<file path="src/rtl/td4x_pkg.sv">
// Shared opcodes, FSM states and ALU source selects for the td4x core and decoder.
// Opcodes 1000/1010/1100/1101 change meaning when TD4X_EXT_ISA_EN is defined.
package td4x_pkg;
  localparam logic [3:0] OP_ADD_A   = 4'b0000;
  localparam logic [3:0] OP_MOV_A_B = 4'b0001;
  localparam logic [3:0] OP_IN_A    = 4'b0010;
  localparam logic [3:0] OP_MOV_A   = 4'b0011;
  localparam logic [3:0] OP_MOV_B_A = 4'b0100;
  localparam logic [3:0] OP_ADD_B   = 4'b0101;
  localparam logic [3:0] OP_IN_B    = 4'b0110;
  localparam logic [3:0] OP_MOV_B   = 4'b0111;
  localparam logic [3:0] OP_HLT     = 4'b1000;
  localparam logic [3:0] OP_OUT_B   = 4'b1001;
  localparam logic [3:0] OP_OUT_A   = 4'b1010;
  localparam logic [3:0] OP_OUT_IM  = 4'b1011;
  localparam logic [3:0] OP_JZ      = 4'b1100;
  localparam logic [3:0] OP_JNZ     = 4'b1101;
  localparam logic [3:0] OP_JNC     = 4'b1110;
  localparam logic [3:0] OP_JMP     = 4'b1111;

  typedef enum logic {ST_RUN, ST_HALT} state_e;
  typedef enum logic [1:0] {SRC_A, SRC_B, SRC_IN, SRC_ZERO} src_e;
endpackage

</file>
<file path="src/rtl/td4x_decode.sv">
// Combinational decoder: opcode and flags to ALU source, load enables, jump and halt.
// Alias opcodes follow the extended ISA when TD4X_EXT_ISA_EN is defined.
module td4x_decode
  import td4x_pkg::*;
(
  input  logic [3:0] i_op,
  input  logic       i_carry,
`ifdef TD4X_EXT_ISA_EN
  input  logic       i_zero,
`endif
  output src_e       o_src,
  output logic       o_ld_a,
  output logic       o_ld_b,
  output logic       o_ld_out,
  output logic       o_jump,
  output logic       o_halt
);

  always_comb begin
    o_src    = SRC_ZERO;
    o_ld_a   = 1'b0;
    o_ld_b   = 1'b0;
    o_ld_out = 1'b0;
    o_jump   = 1'b0;
    o_halt   = 1'b0;
    case (i_op)
      OP_ADD_A:   begin o_src = SRC_A;  o_ld_a = 1'b1; end
      OP_MOV_A_B: begin o_src = SRC_B;  o_ld_a = 1'b1; end
      OP_IN_A:    begin o_src = SRC_IN; o_ld_a = 1'b1; end
      OP_MOV_A:   o_ld_a = 1'b1;
      OP_MOV_B_A: begin o_src = SRC_A;  o_ld_b = 1'b1; end
      OP_ADD_B:   begin o_src = SRC_B;  o_ld_b = 1'b1; end
      OP_IN_B:    begin o_src = SRC_IN; o_ld_b = 1'b1; end
      OP_MOV_B:   o_ld_b = 1'b1;
      OP_OUT_B:   begin o_src = SRC_B;  o_ld_out = 1'b1; end
      OP_OUT_IM:  o_ld_out = 1'b1;
      OP_JNC:     begin o_src = SRC_A;  o_jump = ~i_carry; end
      OP_JMP:     begin o_src = SRC_A;  o_jump = 1'b1; end
`ifdef TD4X_EXT_ISA_EN
      OP_HLT:     o_halt = 1'b1;
      OP_OUT_A:   begin o_src = SRC_A;  o_ld_out = 1'b1; end
      OP_JZ:      begin o_src = SRC_A;  o_jump = i_zero; end
      OP_JNZ:     begin o_src = SRC_A;  o_jump = ~i_zero; end
`else
      OP_HLT:     begin o_src = SRC_B;  o_ld_out = 1'b1; end
      OP_OUT_A:   o_ld_out = 1'b1;
      OP_JZ:      begin o_src = SRC_A;  o_jump = ~i_carry; end
      OP_JNZ:     begin o_src = SRC_A;  o_jump = 1'b1; end
`endif
      default:    o_src = SRC_ZERO;
    endcase
  end

endmodule

</file>
<file path="src/rtl/td4x_core.sv">
// Parametrised TD4-style accumulator core with fetch-valid wait states and output strobe.
// Defining TD4X_EXT_ISA_EN enables the zero flag, JZ/JNZ, OUT A and HLT with the HALT state.
module td4x_core
  import td4x_pkg::*;
#(
  parameter int DATA_W = 4,
  parameter int ADDR_W = 4
) (
  input  logic                clk,
  input  logic                reset,
  output logic [ADDR_W-1:0]   pc,
  input  logic [DATA_W+3:0]   instr,
  input  logic                instr_valid,
  input  logic [DATA_W-1:0]   in_data,
  output logic [DATA_W-1:0]   out_data,
  output logic                out_stb,
  output logic                retire,
  output logic                carry,
  output logic                halted
);

  logic [ADDR_W-1:0] r_pc;
  logic [DATA_W-1:0] r_a;
  logic [DATA_W-1:0] r_b;
  logic [DATA_W-1:0] r_out;
  logic              r_carry;
  logic              r_out_stb;
  logic              r_retire;
  state_e            r_state;
  state_e            w_state_nxt;

  logic [3:0]        w_op;
  logic [DATA_W-1:0] w_im;
  src_e              w_src;
  logic [DATA_W-1:0] w_src_val;
  logic [DATA_W:0]   w_sum;
  logic              w_ld_a, w_ld_b, w_ld_out, w_jump, w_halt, w_exec;

  assign w_op   = instr[DATA_W+3:DATA_W];
  assign w_im   = instr[DATA_W-1:0];
  assign w_exec = (r_state == ST_RUN) && instr_valid;

`ifdef TD4X_EXT_ISA_EN
  logic r_zero;
`endif

  td4x_decode u_decode (
    .i_op     (w_op),
    .i_carry  (r_carry),
`ifdef TD4X_EXT_ISA_EN
    .i_zero   (r_zero),
`endif
    .o_src    (w_src),
    .o_ld_a   (w_ld_a),
    .o_ld_b   (w_ld_b),
    .o_ld_out (w_ld_out),
    .o_jump   (w_jump),
    .o_halt   (w_halt)
  );

  always_comb begin
    w_src_val = '0;
    case (w_src)
      SRC_A:   w_src_val = r_a;
      SRC_B:   w_src_val = r_b;
      SRC_IN:  w_src_val = in_data;
      default: w_src_val = '0;
    endcase
  end

  assign w_sum = {1'b0, w_src_val} + {1'b0, w_im};

  always_comb begin
    w_state_nxt = r_state;
    if (w_exec && w_halt) w_state_nxt = ST_HALT;
  end

  always_ff @(posedge clk) begin
    if (reset) r_state <= ST_RUN;
    else       r_state <= w_state_nxt;
  end

  // HLT retires without advancing pc, so pc stays on the HLT address.
  always_ff @(posedge clk) begin
    if (reset) begin
      r_pc      <= '0;
      r_a       <= '0;
      r_b       <= '0;
      r_out     <= '0;
      r_carry   <= 1'b0;
      r_out_stb <= 1'b0;
      r_retire  <= 1'b0;
`ifdef TD4X_EXT_ISA_EN
      r_zero    <= 1'b0;
`endif
    end else begin
      r_retire  <= w_exec;
      r_out_stb <= w_exec && w_ld_out;
      if (w_exec) begin
        r_carry <= w_sum[DATA_W];
`ifdef TD4X_EXT_ISA_EN
        r_zero  <= (w_sum[DATA_W-1:0] == '0);
`endif
        if (w_ld_a)   r_a   <= w_sum[DATA_W-1:0];
        if (w_ld_b)   r_b   <= w_sum[DATA_W-1:0];
        if (w_ld_out) r_out <= w_sum[DATA_W-1:0];
        if (w_jump)       r_pc <= ADDR_W'(w_im);
        else if (!w_halt) r_pc <= r_pc + ADDR_W'(1);
      end
    end
  end

  assign pc       = r_pc;
  assign out_data = r_out;
  assign out_stb  = r_out_stb;
  assign retire   = r_retire;
  assign carry    = r_carry;
`ifdef TD4X_EXT_ISA_EN
  assign halted   = (r_state == ST_HALT);
`else
  assign halted   = 1'b0;
`endif

endmodule

</file>
<file path="config.mk">
export PLATFORM = sky130hd
export DESIGN_NAME = td4x_core
export DESIGN_NICKNAME = d
export VERILOG_FILES = /design/src/rtl/td4x_pkg.sv /design/src/rtl/td4x_decode.sv /design/src/rtl/td4x_core.sv
export SDC_FILE = /design/constraint.sdc
export NUM_CORES = 1
export LEC_CHECK = 0
export ABC_AREA = 1
export CORE_MARGIN = 4
export CORE_UTILIZATION = 45
export DETAILED_ROUTE_END_ITERATION = 8
export PLACE_DENSITY = 0.74
export SLEW_MARGIN = 30
export SYNTH_ARGS = -nofsm -noshare
export SYNTH_HDL_FRONTEND = slang
export SYNTH_SLANG_ARGS = --single-unit
</file>
<file path="constraint.sdc">
create_clock -name clk -period 2 [get_ports clk]
set_input_delay 0.4 -clock clk [delete_from_list [all_inputs] [get_ports clk]]
set_output_delay 0.4 -clock clk [all_outputs]
set_load 0.005 [all_outputs]
</file>
==> results.toml, run 1 <==
[status]
outcome = "finished, final reports clean"

[sta]
fin_crit_ns = 1.86
fin_ws_ns = 0.142
fin_skew_ns = 0.00338
timing.final.crit_share_pct = 92.9
whs_ns = 0.490
drv_slew = 0
finalSetupViolations = 0
fmax_mhz = 538
grt_setup_unrepaired = "yes"
setup_tns_ns = 0
hold_viol_final = 0

[cells_and_area]
syn_to_final_growth_pct = 34.9
fin_nets = 212
antenna_cells = 0
drive_gt1_share_pct = 15.3
fin_area_um2 = 1430
instances_no_fill = 218
fin_util_pct = 64.1

[setup_path]
regToRegStartpoint = "r_a[0]"
cp.arrival_ns = 2.07
reg2reg_to = "r_b[2]"
crit_type = "in2reg"
cp_cell_sequence = "dlygate4sd2_1 -> nor2_2 -> inv_1 -> o21ai_2 -> nand2_1 -> nand3_1 -> ha_2 -> fa_2 -> o21ai_1 -> nor2_1"
critPathLaunch = "instr[4]"
cpPeakStageDelay_ns = 0.48
cp-end-kind = "register"
crit_fanout = 4
cp-start-kind = "primary input"
slowest_stage = "fa_2"
worstPathRequired_ns = 2.21
worst-r2r-setup-slack_ns = 0.47
r2r_cells = 9

[detailed_routing]
antenna_left = 0
post_drt_via_cell_ratio = 4.98
wire_per_inst_um = 12.3
drt_pass1_iterations = 5
drt_iter0_markers = 29
via_count = 1086
drcViolationCount = 0
routed_wl_mm = 2.68

[flow_run]
maxCapViolations = 0

[grt]
use_met3_pct = 4.37
grt_use_total_pct = 18.3
grt_util_met1_pct = 23.8
top_usage_layer = "met2"
grt_pass1_wl_mm = 4.66
grt_overflow = 0
grt_max_degree = 13
grt_pass1_vias = 1052
antenna_found_initial = 0
use_met2_pct = 29.2

[cts]
cts_buffer_depth = 2
clk_latency_ns = 0.30
h-tree-depth = 1
numCtsBuffers = 3
holdBufCountCts = 0
path_clk_slew_ns = 0.11
cts_sinks = 19
clockRootBuffer = "clkbuf_4"
cts_tree = "yes"

[logic_synthesis]
synth_cell_types = 23
netlist_instances = 156
synth_area_um2 = 1060
synth.top_cells.by_area = "dfxtp_1 36%, nand2_1 11%, nor2_1 10%"
synth_nets = 177
synth_area_leader_cell = "dfxtp_1"
syn_avg_cell_area_um2 = 6.80
synth_top_area_share_pct = 35.8
ys_seq_area_share_pct = 35.8
ys_ff_latch = 19
yosysWarningCount = 0

[hold_path]
hp-start = "r_b[2]"
holdPathEnd = "r_b[2]"
hold_class = "reg2reg"
holdPathStages = 2

[floorplan]
die_w_um = 56.6
die_area_um2 = 3200
rows = 17
start_util_pct = 47.5
die_h_um = 56.6
io_pins = 27
coreArea_um2 = 2230

[power]
p_clk_share_pct = 24.3
power_frac_comb_pct = 25.0
netSwitchingPower_mw = 0.244
switching_share_pct = 29.7
p_int_mw = 0.577
p_total_mw = 0.820
max-vdd-ir-drop_uv = 477
seqPwrFrac_pct = 50.7
p_leak_nw = 0.685
powerDensity_nw_per_um2 = 573

[place]
gp_congestion = 0.878
dpl_cell_area_um2 = 1390
dp_cells = 214
post-place-ws_ns = -0.548
dp_hpwl_mm = 2.07
port_buffers = 25
-- critical path: cells and delay by family --
family / cells / cell delay [ns]
adder cells (fa/ha/maj): 2 / 0.68
AO/OA/AOI/OAI: 2 / 0.35
buffers and inverters: 2 / 0.34
AND/OR/NAND/NOR: 4 / 0.32
-- how the worst max path moves through the flow --
stage | depth (start not counted) | slack [ns] | endpoint
after detailed placement | 10 | -0.55 | r_b[1]
final | 10 | 0.14 | r_b[1]
after global routing | 15 | -0.007 | r_b[2]
after CTS | 15 | 0.10 | r_b[2]
after floorplan | 13 | 0.14 | r_b[2]
after global placement | 10 | -0.53 | r_b[1]
-- per-layer routing --
metal | part of all wire [%] | vias up
met5 | 0 | -
met3 | 6.6 | 4
met1 | 46 | 490
li1 | - | 556
met2 | 46 | 36
met4 | 1.3 | 0
-- layout by cell type (no fill, tap or decap) --
master and instances:
nand3_1 13, dlygate4sd2_1 3, dfxtp_1 19, o21ai_0 10, o21a_1 1, inv_1 22, conb_1 1, a21oi_2 2
nand2_1 29, nor3_4 2, buf_4 9, o211ai_1 2, a21oi_1 5, ha_2 1, clkbuf_4 3, inv_2 2
nor2_1 26, o21bai_1 1, clkinv_2 1, clkbuf_2 1, o21ai_1 2, xnor2_1 1, ha_1 4, nand4_1 1
o21ai_2 1, clkdlybuf4s50_1 21, fa_2 1, nand2_2 3, nor2_2 3
-- cells by family (layout without fill, tap and decap cells) --
logic type      Yosys count  in the layout  share of synthesized area (%)
simple gates             77             77                           31.8
buf+inv                  28             62                           10.7
compound gates           24             24                           12.6
flops                    19             19                           35.8
fa+ha+maj                 6              6                           7.78
other cells               1              1                          0.353
xor+xnor                  1              1                          0.826
-- state kept, by name, indices dropped and copies added (netlist names) --
register	cells
pc	4
out_stb	1
r_a	4
retire	1
r_b	4
carry	1
out_data	4
-- cells in the mapped netlist, drive strengths merged --
| library cell | number |
|---|---|
| o21ai | 13 |
| fa | 1 |
| clkbuf | 1 |
| xnor2 | 1 |
| nor2 | 29 |
| nor3 | 2 |
| o211ai | 2 |
| o21bai | 1 |
| o21a | 1 |
| nand3 | 13 |
| inv | 24 |
| buf | 3 |
| a21oi | 7 |
| nand2 | 32 |
| ha | 5 |
| conb | 1 |
| nand4 | 1 |
| dfxtp | 19 |
-- power by group through the flow --
stage	clock, mW	combinational, mW	sequential [mW]
floorplan	0	0.103	0.423
global placement	0	0.194	0.424
finish	0.199	0.205	0.416
detailed placement	0	0.198	0.425
CTS	0.205	0.202	0.416
global route	0.222	0.230	0.420
-- layout make-up --
type	count	area, um^2
timing repair buffer	34	309
clock inverter	1	5.00
clock buffer	3	22.5
multi-input combinational	109	589
inverter	24	90.1
tap	28	35.0
sequential	19	380
fill	207	802
-- repair_timing --
| item | CTS | global route |
|---|---|---|
| buffers inserted | 0 | 0 |
| pin swaps | 2 | 4 |
| endpoints found under the setup margin | 10 | 10 |
| resized for setup | 11 | 5 |
Note: power is estimated with default switching activity, not from simulation.
==> inputs of run 2 (changes only) <==
--- a/config.mk
+++ b/config.mk
@@ -10,6 +10,7 @@
 export CORE_UTILIZATION = 45
 export DETAILED_ROUTE_END_ITERATION = 8
 export PLACE_DENSITY = 0.74
+export RECOVER_POWER = 50
 export SLEW_MARGIN = 30
 export SYNTH_ARGS = -nofsm -noshare
 export SYNTH_HDL_FRONTEND = slang
==> run 2 against run 1 <==
Hold slack better by 0.00079 ns. Utilization is 0.17 points lower. Worst setup slack worse by 0.00061 ns. Critical path depth is 4 higher. Clock-buffer cell count stayed put. Sequential share of layout area is 0.070 points higher. Design area is 0.26% lower. Highest routed layer unchanged. Wire length is 0.34% higher.
==> results.toml, run 2 (synthesis results as in run 1) <==
[setup_path]
cp-end-kind = "register"
critPathLaunch = "instr[6]"
path_buf_inv = 4
cp-start-kind = "primary input"
r2r_cells = 9
cp_cell_sequence = "dlygate4sd2_1 -> nand2_2 -> inv_2 -> nor2_1 -> nand2_1 -> buf_4 -> o211ai_1 -> ha_1 -> a21oi_2 -> nand2_1 -> nand2_2 -> nand3_1 -> nand2_1 -> inv_1"
cp_common_cell = "nand2_1"
worst-r2r-setup-slack_ns = 0.47
crit_family = "simple AND/OR/NAND/NOR gates"
cp.arrival_ns = 2.07
cpPeakStageDelay_ns = 0.30
crit_type = "in2reg"
worstPathRequired_ns = 2.21
regToRegStartpoint = "r_a[0]"
cp.depth = 14
slowest_stage = "ha_1"
reg2reg_to = "out_data[2]"
crit_fanout = 4

[power]
p_total_mw = 0.817
p_leak_nw = 0.700
powerDensity_nw_per_um2 = 572
max-vdd-ir-drop_uv = 474

[cells_and_area]
fin_area_um2 = 1430
nFillCells = 207
final_common_cell = "nand2_1"
fin_util_pct = 63.9
antenna_cells = 0
syn_to_final_growth_pct = 34.6
drive_gt1_share_pct = 14.7
fin_nets = 212
multi_input_area_um2 = 586
layout_common_cells = "29 x nand2_1, 26 x nor2_1, 22 x inv_1"
regArea_um2 = 380

[place]
dp_hpwl_mm = 2.07
port_buffers = 25
dpl_cell_area_um2 = 1390
gp_congestion = 0.878
post-place-ws_ns = -0.548

[sta]
fin_crit_ns = 1.86
hold_viol_final = 0
drv_slew = 0
whs_ns = 0.491
fin_skew_ns = 0.00379
fin_ws_ns = 0.141
grt_setup_unrepaired = "yes"
finalSetupViolations = 0
timing.final.crit_share_pct = 92.9
fmax_mhz = 538

[hold_path]
hp-start = "r_b[2]"
holdPathEnd = "r_b[2]"
holdPathStages = 2
hold_class = "reg2reg"

[floorplan]
die_area_um2 = 3200
coreArea_um2 = 2230
start_util_pct = 47.5
die_h_um = 56.6
io_pins = 27
rows = 17
die_w_um = 56.6

[cts]
cts_sinks = 19
cts_buffer_depth = 2
cts_setup_buffers = 0
holdBufCountCts = 0
clk_latency_ns = 0.30
cts_tree = "yes"
path_clk_slew_ns = 0.11
numCtsBuffers = 3
h-tree-depth = 1
clockRootBuffer = "clkbuf_4"

[detailed_routing]
drt_pass1_iterations = 5
drcViolationCount = 0
routed_wl_mm = 2.69
wire_per_inst_um = 12.3
antenna_left = 0
drt_iter0_markers = 27
via_count = 1092
post_drt_via_cell_ratio = 5.01

[grt]
grt_pass1_vias = 1052
antenna_found_initial = 0
grt_overflow = 0
grt_use_total_pct = 18.3
grt_pass1_wl_mm = 4.66
grt_max_degree = 13

[status]
outcome = "finished, final reports clean"

[flow_run]
maxCapViolations = 0
==> run 2: cell count changes in the layout (fill, tap and decap cells not counted), sizes merged <==
cell / change
dlygate4sd3: +5
clkdlybuf4s50: -5
==> run 2: final cells by class <==
| cell class | instances | share of cell area [%] |
|---|---|---|
| multi-input cells | 109 | 41.0 |
| flip-flops and latches | 19 | 26.6 |
| repair buffers | 34 | 21.6 |
| inverters | 24 | 6.31 |
| well taps | 28 | 2.45 |
| clock buffers | 3 | 1.58 |
| clock inverters | 1 | 0.351 |
==> run 2: how the worst max path moves through the flow <==
stage	end
finish	out_data[3]
floorplan	r_b[2]
global route	r_b[2]
detailed placement	r_b[1]
global placement	r_b[1]
CTS	r_b[2]
==> run 2: metrics by stage <==
stage               instances  setup TNS (ns)
floorplan                 156               0
global placement          214           -4.58
detailed placement        214           -4.98
CTS                       218               0
global route              218        -0.00720
finish                    218               0
==> run 2: per-layer routing <==
metal | global-route usage [%] | part of all wire, % | vias up
met3 | 4.37 | 7.4 | 4
met5 | 0 | 0 | -
li1 | - | - | 557
met2 | 29.2 | 46 | 43
met1 | 23.8 | 45 | 488
met4 | 6.78 | 1.3 | 0
==> run 2: repair_timing <==
action	4_1_cts	5_1_grt
pin swaps	2	4
gates resized for setup	11	5
setup endpoints to repair	10	10
==> run 2: worst register-to-register path, stage by stage, from the launching register on <==
cell and delay (ns):
dfxtp_1 0.34, nand2_1 0.06, nand3_1 0.09, ha_2 0.20, fa_2 0.34, nand2_1 0.09, inv_1 0.06, nor2_2 0.12
nor2_1 0.06, nor2_1 0.11
==> run 2: power breakdown <==
group	internal, mW	switching [mW]
Sequential	0.400	0.0158
Combinational	0.0998	0.103
Clock	0.0747	0.124
==> inputs of run 3 (changes only) <==
--- a/config.mk
+++ b/config.mk
@@ -7,9 +7,9 @@
 export LEC_CHECK = 0
 export ABC_AREA = 1
 export CORE_MARGIN = 4
-export CORE_UTILIZATION = 45
+export CORE_UTILIZATION = 40
 export DETAILED_ROUTE_END_ITERATION = 8
-export PLACE_DENSITY = 0.74
+export PLACE_DENSITY = 0.67
 export RECOVER_POWER = 50
 export SLEW_MARGIN = 30
 export SYNTH_ARGS = -nofsm -noshare
==> run 3 against run 2 <==
Non-clock buffer count grew 2. Power grew 1.4%. Sequential power is essentially flat. Combinational power is essentially flat. Sequential cell count is the same. Wire length grew 3.3%. Sequential share of layout area shrank 0.37 points. Die area grew 11%. Fmax shrank 0.37%. Critical endpoint is now r_a[1].
==> results.toml, run 3 (synthesis results as in run 1) <==
[sta]
fin_crit_ns = 1.87
grt_setup_unrepaired = "no"
timing.final.crit_share_pct = 93.3
finalSetupViolations = 0
fmax_mhz = 536
fin_skew_ns = 0.000799
drv_slew = 0
fin_ws_ns = 0.134
hold_viol_final = 0

[grt]
grt_use_total_pct = 16.5
grt_pass1_wl_mm = 4.52
grt_max_degree = 13
antenna_found_initial = 0
grt_pass1_vias = 1034
grt_overflow = 0

[floorplan]
io_pins = 27
start_util_pct = 42.4
die_area_um2 = 3540
coreArea_um2 = 2500
die_w_um = 59.5
rows = 18
die_h_um = 59.5

[place]
gp_congestion = 0.882
post-place-ws_ns = -0.609
port_buffers = 25
dp_hpwl_mm = 2.14

[detailed_routing]
via_count = 1112
post_drt_via_cell_ratio = 5.01
wire_per_inst_um = 12.5
routed_wl_mm = 2.78
antenna_left = 0
drt_pass1_iterations = 4
drcViolationCount = 0
drt_iter0_markers = 25

[power]
max-vdd-ir-drop_uv = 474
powerDensity_nw_per_um2 = 572
p_total_mw = 0.829
p_leak_nw = 0.706

[setup_path]
worst-r2r-setup-slack_ns = 0.40
cp.depth = 10
path_buf_inv = 2
worstSetupEndpoint = "r_a[1]"
cp-start-kind = "primary input"
regToRegStartpoint = "r_a[0]"
cpPeakStageDelay_ns = 0.47
crit_fanout = 4
reg2reg_to = "r_b[2]"
cp-end-kind = "register"
cp_cell_sequence = "dlygate4sd2_1 -> nor2_2 -> inv_1 -> o21ai_2 -> nand2_1 -> nand3_1 -> ha_2 -> fa_2 -> nor2_1 -> nor2_1"
cp.arrival_ns = 2.08
r2r_cells = 9
worstPathRequired_ns = 2.21
crit_type = "in2reg"
critPathLaunch = "instr[4]"
cp_common_cell = "nor2_1"
slowest_stage = "fa_2"
crit_family = "adder cells"

[flow_run]
maxCapViolations = 0

[cts]
numCtsBuffers = 3
cts_buffer_depth = 2
clockRootBuffer = "clkbuf_4"
cts_tree = "yes"
cts_sinks = 19
h-tree-depth = 1
clk_latency_ns = 0.30
holdBufCountCts = 0
path_clk_slew_ns = 0.12

[cells_and_area]
fin_nets = 214
syn_to_final_growth_pct = 36.4
nFillCells = 237
layout_common_cells = "30 x nand2_1, 26 x nor2_1, 22 x inv_1"
final_common_cell = "nand2_1"
drive_gt1_share_pct = 15.6
antenna_cells = 0

[hold_path]
hold_class = "reg2reg"

[status]
outcome = "finished, final reports clean"
run 3: through the flow:
stage	utilization, %	cells	TNS [ns]	area [um^2]	hold slack (ns)
4_1_cts	58.1	222	0	1450	0.478
6_report	57.9	222	0	1450	0.472
3_5_place_dp	55.7	216	-5.53	1390	0.460
3_3_place_gp	55.7	216	-4.91	1390	0.450
5_1_grt	57.9	222	0	1450	0.510
2_1_floorplan	-	156	0	1060	0.430
run 3: layout make-up:
| type | count | area, um^2 | area share, % |
|---|---|---|---|
| Clock buffer | 3 | 22.5 | 1.56 |
| Multi-Input combinational cell | 109 | 591 | 40.8 |
| Sequential cell | 19 | 380 | 26.3 |
| Inverter | 24 | 90.1 | 6.22 |
| Clock inverter | 1 | 5.00 | 0.346 |
| Timing Repair Buffer | 36 | 322 | 22.2 |
| Tap cell | 30 | 37.5 | 2.59 |
run 3: tightest hold or removal path, delay by kind of cell (launching register included):
kind | cells | cell delay (ns)
AOI/OAI and AO/OA | 1 | 0.06
buffers and inverters | 1 | 0.07
DFF | 1 | 0.32
run 3: where the power goes:
part / switching (mW) / internal (mW)
combinational: 0.105 / 0.102
sequential: 0.0162 / 0.400
clock: 0.131 / 0.0747
total: 0.252 / 0.577
run 3: what timing repair did:
action                                  CTS  global route
setup buffers                             2             0
endpoints found under the hold margin     0             0
gates resized for setup                  12             4
pin swaps                                 5             2
endpoints found under the setup margin   10             9
run 3: worst min path at each step:
stage	slack (ns)	to	cells past startpoint	start
2_1_floorplan	0.43	r_b[2]	2	r_b[2]
3_3_place_gp	0.45	r_b[2]	2	r_b[2]
3_5_place_dp	0.46	r_b[2]	2	r_b[2]
4_1_cts	0.48	r_b[2]	2	r_b[2]
5_1_grt	0.51	r_b[2]	2	r_b[2]
6_report	0.47	r_b[2]	2	r_b[2]
run 3: per-layer routing:
| layer | up-vias | wire (um) | global-route usage, % | share of wire [%] |
|---|---|---|---|---|
| met4 | 0 | 31 | 4.43 | 1.1 |
| met5 | - | 0 | 0 | 0 |
| met3 | 4 | 173 | 3.05 | 6.2 |
| met2 | 30 | 1250 | 26.7 | 45 |
| met1 | 512 | 1320 | 22.5 | 48 |
| li1 | 566 | - | - | - |
